==> config.mk <==
export PLATFORM = sky130hd
export DESIGN_NAME = uart_tx_framer
export DESIGN_NICKNAME = d
export VERILOG_FILES = /design/src/rtl/uart_pkg.sv /design/src/rtl/uart_sync_fifo.sv /design/src/rtl/uart_tx_framer.sv
export SDC_FILE = /design/constraint.sdc
export NUM_CORES = 1
export LEC_CHECK = 0
export BUFFER_PORTS_ARGS = -buffer_cell sky130_fd_sc_hd__buf_2
export CAP_MARGIN = 5
export CORE_ASPECT_RATIO = 1.2
export CORE_MARGIN = 4
export CORE_UTILIZATION = 64
export CTS_BUF_LIST = sky130_fd_sc_hd__clkbuf_8
export DETAILED_ROUTE_END_ITERATION = 7
export HOLD_SLACK_MARGIN = 0.1
export PLACE_DENSITY = 0.92
export SYNTH_ARGS = -nofsm -noshare
export SYNTH_HDL_FRONTEND = slang
export SYNTH_SLANG_ARGS = --single-unit
==> constraint.sdc <==
create_clock -name clk_i -period 6.45 [get_ports clk_i]
set_clock_uncertainty 0.15 [all_clocks]
set_input_delay 0.645 -clock clk_i [delete_from_list [all_inputs] [get_ports clk_i]]
set_output_delay 0.645 -clock clk_i [all_outputs]
set_load 0.005 [all_outputs]
==> src/rtl/uart_pkg.sv <==
// Shared types and constants for the UART framers (tx today, rx later).
package uart_pkg;

    typedef enum logic [1:0] {
        PAR_NONE = 2'b00,
        PAR_EVEN = 2'b01,
        PAR_ODD  = 2'b10,
        PAR_MARK = 2'b11
    } parity_e;

    typedef enum logic [2:0] {
        IDLE,
        START,
        DATA,
        PARITY,
        STOP
    } tx_state_e;

    localparam int MIN_DIV = 2;

    // xor_all is the xor-reduction of the data word.
    function automatic logic parity_bit(parity_e mode, logic xor_all);
        case (mode)
            PAR_EVEN: parity_bit = xor_all;
            PAR_ODD:  parity_bit = ~xor_all;
            PAR_MARK: parity_bit = 1'b1;
            default:  parity_bit = 1'b0;
        endcase
    endfunction

endpackage

==> src/rtl/uart_sync_fifo.sv <==
// Single-clock word FIFO with occupancy count; push is dropped while full,
// pop is ignored while empty. No write-to-read bypass.
module uart_sync_fifo #(
    parameter int W     = 8,
    parameter int DEPTH = 16
) (
    input  logic                       clk_i,
    input  logic                       arst_i,
    input  logic                       push_i,
    input  logic [W-1:0]               push_data_i,
    input  logic                       pop_i,
    output logic [W-1:0]               pop_data_o,
    output logic                       full_o,
    output logic                       empty_o,
    output logic [$clog2(DEPTH):0]     level_o
);

    localparam int PTR_W = $clog2(DEPTH);
    localparam int LVL_W = PTR_W + 1;

    logic [W-1:0]     mem_q [DEPTH];
    logic [PTR_W-1:0] wr_ptr_q, wr_ptr_d;
    logic [PTR_W-1:0] rd_ptr_q, rd_ptr_d;
    logic [LVL_W-1:0] level_q, level_d;
    logic             push_ok, pop_ok;

    assign full_o     = (level_q == LVL_W'(DEPTH));
    assign empty_o    = (level_q == '0);
    assign level_o    = level_q;
    assign pop_data_o = mem_q[rd_ptr_q];

    assign push_ok = push_i & ~full_o;
    assign pop_ok  = pop_i & ~empty_o;

    always_comb begin
        wr_ptr_d = wr_ptr_q + PTR_W'(push_ok);
        rd_ptr_d = rd_ptr_q + PTR_W'(pop_ok);
        level_d  = level_q;
        if (push_ok && !pop_ok)
            level_d = level_q + LVL_W'(1);
        else if (!push_ok && pop_ok)
            level_d = level_q - LVL_W'(1);
    end

    always_ff @(posedge clk_i or posedge arst_i) begin
        if (arst_i) begin
            wr_ptr_q <= '0;
            rd_ptr_q <= '0;
            level_q  <= '0;
        end else begin
            wr_ptr_q <= wr_ptr_d;
            rd_ptr_q <= rd_ptr_d;
            level_q  <= level_d;
        end
    end

    // Storage needs no reset: the level gates every read.
    always_ff @(posedge clk_i) begin
        if (push_ok)
            mem_q[wr_ptr_q] <= push_data_i;
    end

endmodule

==> src/rtl/uart_tx_framer.sv <==
// UART transmitter: FIFO-fed framer with runtime baud divider, parity and
// 1/2 stop bits. Config is captured per frame at the FIFO pop.
module uart_tx_framer
    import uart_pkg::*;
#(
    parameter int DATA_W     = 8,
    parameter int FIFO_DEPTH = 16,
    parameter int DIV_W      = 32
) (
    input  logic                          clk_i,
    input  logic                          arst_i,
    input  logic [DIV_W-1:0]              cfg_div_i,
    input  logic [1:0]                    cfg_parity_i,
    input  logic                          cfg_stop2_i,
    input  logic                          wr_req_i,
    input  logic [DATA_W-1:0]             wr_data_i,
    output logic                          wr_ack_o,
    input  logic                          ovf_clr_i,
    output logic                          tx_o,
    output logic                          busy_o,
    output logic [$clog2(FIFO_DEPTH):0]   fifo_level_o,
    output logic                          overflow_o
);

    localparam int BIT_W = $clog2(DATA_W);

    logic                        fifo_pop, fifo_full, fifo_empty;
    logic [DATA_W-1:0]           fifo_rdata;
    logic [$clog2(FIFO_DEPTH):0] fifo_level;

    uart_sync_fifo #(.W(DATA_W), .DEPTH(FIFO_DEPTH)) u_fifo (
        .clk_i       (clk_i),
        .arst_i      (arst_i),
        .push_i      (wr_req_i),
        .push_data_i (wr_data_i),
        .pop_i       (fifo_pop),
        .pop_data_o  (fifo_rdata),
        .full_o      (fifo_full),
        .empty_o     (fifo_empty),
        .level_o     (fifo_level)
    );

    tx_state_e         state_q, state_d;
    logic [DIV_W-1:0]  cnt_q, cnt_d;
    logic [DIV_W-1:0]  div_q, div_d;
    logic [BIT_W-1:0]  bit_q, bit_d;
    logic [DATA_W-1:0] shift_q, shift_d;
    logic              par_en_q, par_en_d;
    logic              par_bit_q, par_bit_d;
    logic              stop2_q, stop2_d;
    logic              stop_hi_q, stop_hi_d;
    logic              tx_q, tx_d;
    logic              ovf_q, ovf_d;
    logic [DIV_W-1:0]  div_eff;
    logic              start_frame;

    assign div_eff = (cfg_div_i < DIV_W'(MIN_DIV)) ? DIV_W'(MIN_DIV) : cfg_div_i;

    always_comb begin
        state_d     = state_q;
        cnt_d       = cnt_q;
        div_d       = div_q;
        bit_d       = bit_q;
        shift_d     = shift_q;
        par_en_d    = par_en_q;
        par_bit_d   = par_bit_q;
        stop2_d     = stop2_q;
        stop_hi_d   = stop_hi_q;
        tx_d        = tx_q;
        fifo_pop    = 1'b0;
        start_frame = 1'b0;

        if (state_q != IDLE && cnt_q != '0) begin
            cnt_d = cnt_q - DIV_W'(1);
        end else begin
            case (state_q)
                IDLE: start_frame = ~fifo_empty;
                START: begin
                    state_d = DATA;
                    cnt_d   = div_q - DIV_W'(1);
                    bit_d   = '0;
                    tx_d    = shift_q[0];
                end
                DATA: begin
                    cnt_d = div_q - DIV_W'(1);
                    if (bit_q == BIT_W'(DATA_W - 1)) begin
                        if (par_en_q) begin
                            state_d = PARITY;
                            tx_d    = par_bit_q;
                        end else begin
                            state_d   = STOP;
                            tx_d      = 1'b1;
                            stop_hi_d = 1'b0;
                        end
                    end else begin
                        bit_d   = bit_q + BIT_W'(1);
                        shift_d = shift_q >> 1;
                        tx_d    = shift_q[1];
                    end
                end
                PARITY: begin
                    state_d   = STOP;
                    cnt_d     = div_q - DIV_W'(1);
                    tx_d      = 1'b1;
                    stop_hi_d = 1'b0;
                end
                STOP: begin
                    if (stop2_q && !stop_hi_q) begin
                        stop_hi_d = 1'b1;
                        cnt_d     = div_q - DIV_W'(1);
                    end else begin
                        // Last stop clock: chain straight into the next frame if queued.
                        state_d     = IDLE;
                        start_frame = ~fifo_empty;
                    end
                end
                default: state_d = IDLE;
            endcase
        end

        if (start_frame) begin
            fifo_pop  = 1'b1;
            state_d   = START;
            div_d     = div_eff;
            cnt_d     = div_eff - DIV_W'(1);
            shift_d   = fifo_rdata;
            par_en_d  = (cfg_parity_i != PAR_NONE);
            par_bit_d = parity_bit(parity_e'(cfg_parity_i), ^fifo_rdata);
            stop2_d   = cfg_stop2_i;
            stop_hi_d = 1'b0;
            tx_d      = 1'b0;
        end
    end

    // Set wins over a simultaneous clear.
    assign ovf_d = (wr_req_i & fifo_full) | (ovf_q & ~ovf_clr_i);

    always_ff @(posedge clk_i or posedge arst_i) begin
        if (arst_i) begin
            state_q   <= IDLE;
            cnt_q     <= '0;
            div_q     <= DIV_W'(MIN_DIV);
            bit_q     <= '0;
            shift_q   <= '0;
            par_en_q  <= 1'b0;
            par_bit_q <= 1'b0;
            stop2_q   <= 1'b0;
            stop_hi_q <= 1'b0;
            tx_q      <= 1'b1;
            ovf_q     <= 1'b0;
        end else begin
            state_q   <= state_d;
            cnt_q     <= cnt_d;
            div_q     <= div_d;
            bit_q     <= bit_d;
            shift_q   <= shift_d;
            par_en_q  <= par_en_d;
            par_bit_q <= par_bit_d;
            stop2_q   <= stop2_d;
            stop_hi_q <= stop_hi_d;
            tx_q      <= tx_d;
            ovf_q     <= ovf_d;
        end
    end

    assign tx_o         = tx_q;
    assign wr_ack_o     = ~fifo_full;
    assign busy_o       = (state_q != IDLE) | (fifo_level != '0);
    assign fifo_level_o = fifo_level;
    assign overflow_o   = ovf_q;

endmodule

==> results.toml <==
[yosys]
async_flop_share_pct = 43.11
synth_top_area_share_pct = 32.66
yosys.area_share.simple_pct = 16.52
synthXorXnorAreaFrac_pct = 1.339
yosys.area_share.adder_pct = 1.339
yosysSeqAreaShare_pct = 53.30
synthMuxAreaShare_pct = 12.46
synth_fp_nets = 1124
syn_avg_cell_area_um2 = 11.05
yosysMostFrequentCell = "nand2_1"
yosys.area.top_type = "edfxtp_1"
yosysWarnings = 0
syn-cell-area_mm2 = 0.01177
synth_enable_flop_cells = 128
synth_seq_cells = 225
synth-compound-area-share_pct = 11.88
synthTopCellsByCount = "nand2_1 (163), edfxtp_1 (128), dfrtp_1 (95), nor2_1 (83), mux2i_1 (63)"
synth_cells = 1065
ys_types = 84
synth_top_family_by_area = "simple AND/OR/NAND/NOR gates"
yosys-top-cells-area = "edfxtp_1 (33%), dfrtp_1 (20%), mux4_2 (6.1%)"
ys.flop_type = "edfxtp_1"

[global_route]
grt_pass1_vias = 8545
grt_max_degree = 73
antenna_found_initial = 2
grt_pass1_wl_um = 44790
gr-usage-all-layers_pct = 27.16
overflow = 0

[clock_tree]
clockBufferDepth = 3
clock-root-buffer = "clkbuf_8"
cts_buffers = 37
cts_sinks = 225
cts_tree = "yes"
insertion_delay_ps = 530
holdBufCountCts = 1
post-cts-setup-buffer-count = 0
clkTransAtPathRegs_ps = 60
post_cts_resized = 0
h-tree-depth = 2

[finish]
drive_above_1_share_pct = 16.29
post-route-cell-area_mm2 = 0.01287
finalNetCount = 1170
instances_no_fill = 1361
area.growth.synth_to_final_pct = 9.344
final_core_util_pct = 71.08

[critical_path]
ff2ff_path_depth = 10
r2r-start = "cnt_q[16]"
rrSetupSlack_ps = 1650
crit_start = "cnt_q[16]"
reg2reg_to = "u_fifo.rd_ptr_q[2]"
critPathKind = "reg -> reg"
worst_setup_path_end_kind = "flop"
cp_max_fo = 31
arrival_ps = 5100
required_ps = 6750
startpoint_type = "flop"

[timing]
finalMaxSlewViolations = 0
period_needed_ps = 4803
slew_headroom_pct = 12.85
fmax_ghz = 0.2082
hold_viol_final = 0
setup_tns_ps = 0
setup_viol = 0
worstMarginPinSlew_ps = 1297
rsz0062_at_grt = "no"
period_share_pct = 74.46

[floorplan]
die_x_um = 131.8
die-height_um = 156.6
dieArea_mm2 = 0.02063
ioPinCount = 56
fp-row-count = 54
core_mm2 = 0.01811
initial_utilization_pct = 65.00

[route]
remaining_drc_errors = 0
routedWlPerCell_um = 20.60
via_per_inst = 6.553
drtAntennaViolNets = 0
drt_wl_total_um = 28040
num_vias = 8918
drtIter0Drc = 678
drt_pre_antenna_iters = 5

[placed_design]
dp_cells = 1294
globalplace.congestion = 0.9000
dpl_cell_area_mm2 = 0.01220
hpwl_um = 19290
port_buffers = 55

[status]
status = "finished, final reports clean"

[power]
ir_drop_mv = 0.2388
leakage_uw = 0.004879
power_density_mw_per_mm2 = 297.0

[run]
drv_cap = 0

[hold_path]
worstHoldPathType = "in -> reg"
min_from = "cfg_div_i[22]"
min_path_cells = 3
min_to = "div_q[22]"
==> sequential cells by signal, indices dropped and copies added, names as in the netlist, 4 cells and up <==
signal,count
u_fifo.mem_q,128
cnt_q,32
div_q,32
shift_q,8
u_fifo.level_o,5
u_fifo.rd_ptr_q,4
u_fifo.wr_ptr_q,4
==> worst max-delay path by stage <==
| stage | to | cells past startpoint |
|---|---|---|
| finish | u_fifo.rd_ptr_q[2] | 10 |
| global route | u_fifo.rd_ptr_q[2] | 10 |
| CTS | u_fifo.level_o[4] | 13 |
| detailed placement | cnt_q[10] | 13 |
| global placement | cnt_q[10] | 13 |
| floorplan | cnt_q[28] | 17 |
==> kinds of logic after synthesis <==
| family | count (synthesis) |
|---|---|
| flip-flops | 225 |
| buffers and inverters | 92 |
| AO/OA/AOI/OAI | 204 |
| XOR/XNOR | 18 |
| AND/OR/NAND/NOR | 409 |
| adder cells (fa/ha/maj) | 12 |
| multiplexers | 105 |
==> layer usage <==
metal,track usage (%),up-vias,routed length (um)
met5,0,-,13
met4,12.01,2,1238
met3,4.984,105,1906
met2,48.17,432,14640
met1,32.78,4293,10240
li1,-,4086,-
==> where the power goes <==
group          total (uW)  internal, uW  switching (uW)
Clock                1120           571             554
Combinational         726           314             411
Sequential           1970          1760             212
==> layout make-up <==
| cell class | count | area (um2) |
|---|---|---|
| Sequential cell | 225 | 6275 |
| Fill cell | 1253 | 5238 |
| Multi-Input combinational cell | 748 | 5160 |
| Clock buffer | 40 | 550.5 |
| Timing Repair Buffer | 69 | 382.9 |
| Tap cell | 224 | 280.3 |
| Inverter | 30 | 115.1 |
| Clock inverter | 24 | 103.9 |
| Antenna cell | 1 | 2.502 |
==> cells in the final DEF (no fill, tap or decap), types with 4 or more instances in the layout <==
| cell | count |
|---|---|
| a211oi_1 | 10 |
| a21boi_0 | 4 |
| a21oi_1 | 40 |
| a221oi_1 | 5 |
| a22oi_1 | 15 |
| a2bb2oi_1 | 4 |
| a31oi_1 | 9 |
| and3_1 | 5 |
| buf_2 | 55 |
| buf_4 | 12 |
| clkbuf_8 | 40 |
| clkinv_1 | 4 |
| clkinv_2 | 5 |
| dfrtp_1 | 94 |
| edfxtp_1 | 128 |
| ha_1 | 11 |
| inv_1 | 42 |
| mux2_2 | 9 |
| mux2i_1 | 63 |
| mux4_2 | 32 |
| nand2_1 | 163 |
| nand2b_1 | 5 |
| nand3_1 | 27 |
| nand3b_1 | 4 |
| nor2_1 | 83 |
| nor2b_1 | 4 |
| nor3_1 | 45 |
| nor4_1 | 11 |
| o211ai_1 | 9 |
| o21ai_0 | 52 |
| o21ai_1 | 4 |
| o22ai_1 | 4 |
| o2bb2ai_1 | 5 |
| o31ai_1 | 6 |
| or3_1 | 23 |
| or4_1 | 16 |
| xnor2_1 | 14 |
| xor2_1 | 4 |
==> critical path, cell delays in order (launching register included) <==
cell,delay [ps]
dfrtp_1,440
or4_1,660
or4_4,640
o31ai_4,250
buf_4,340
nand2_1,510
buf_4,430
inv_1,690
ha_1,310
ha_1,160
xor2_1,140
==> through the flow <==
| step | setup slack [ps] | power, uW | hold slack, ps |
|---|---|---|---|
| 6_report | 1647 | 3822 | 187.9 |
| 5_1_grt | 1358 | 4029 | 164.0 |
| 4_1_cts | 1670 | 3826 | 169.0 |
| 3_5_place_dp | 1468 | 2708 | 326.4 |
| 3_3_place_gp | 1604 | 2655 | 308.4 |
| 2_1_floorplan | 1708 | 2456 | 295.0 |
Power figures use the tool's default switching activity.
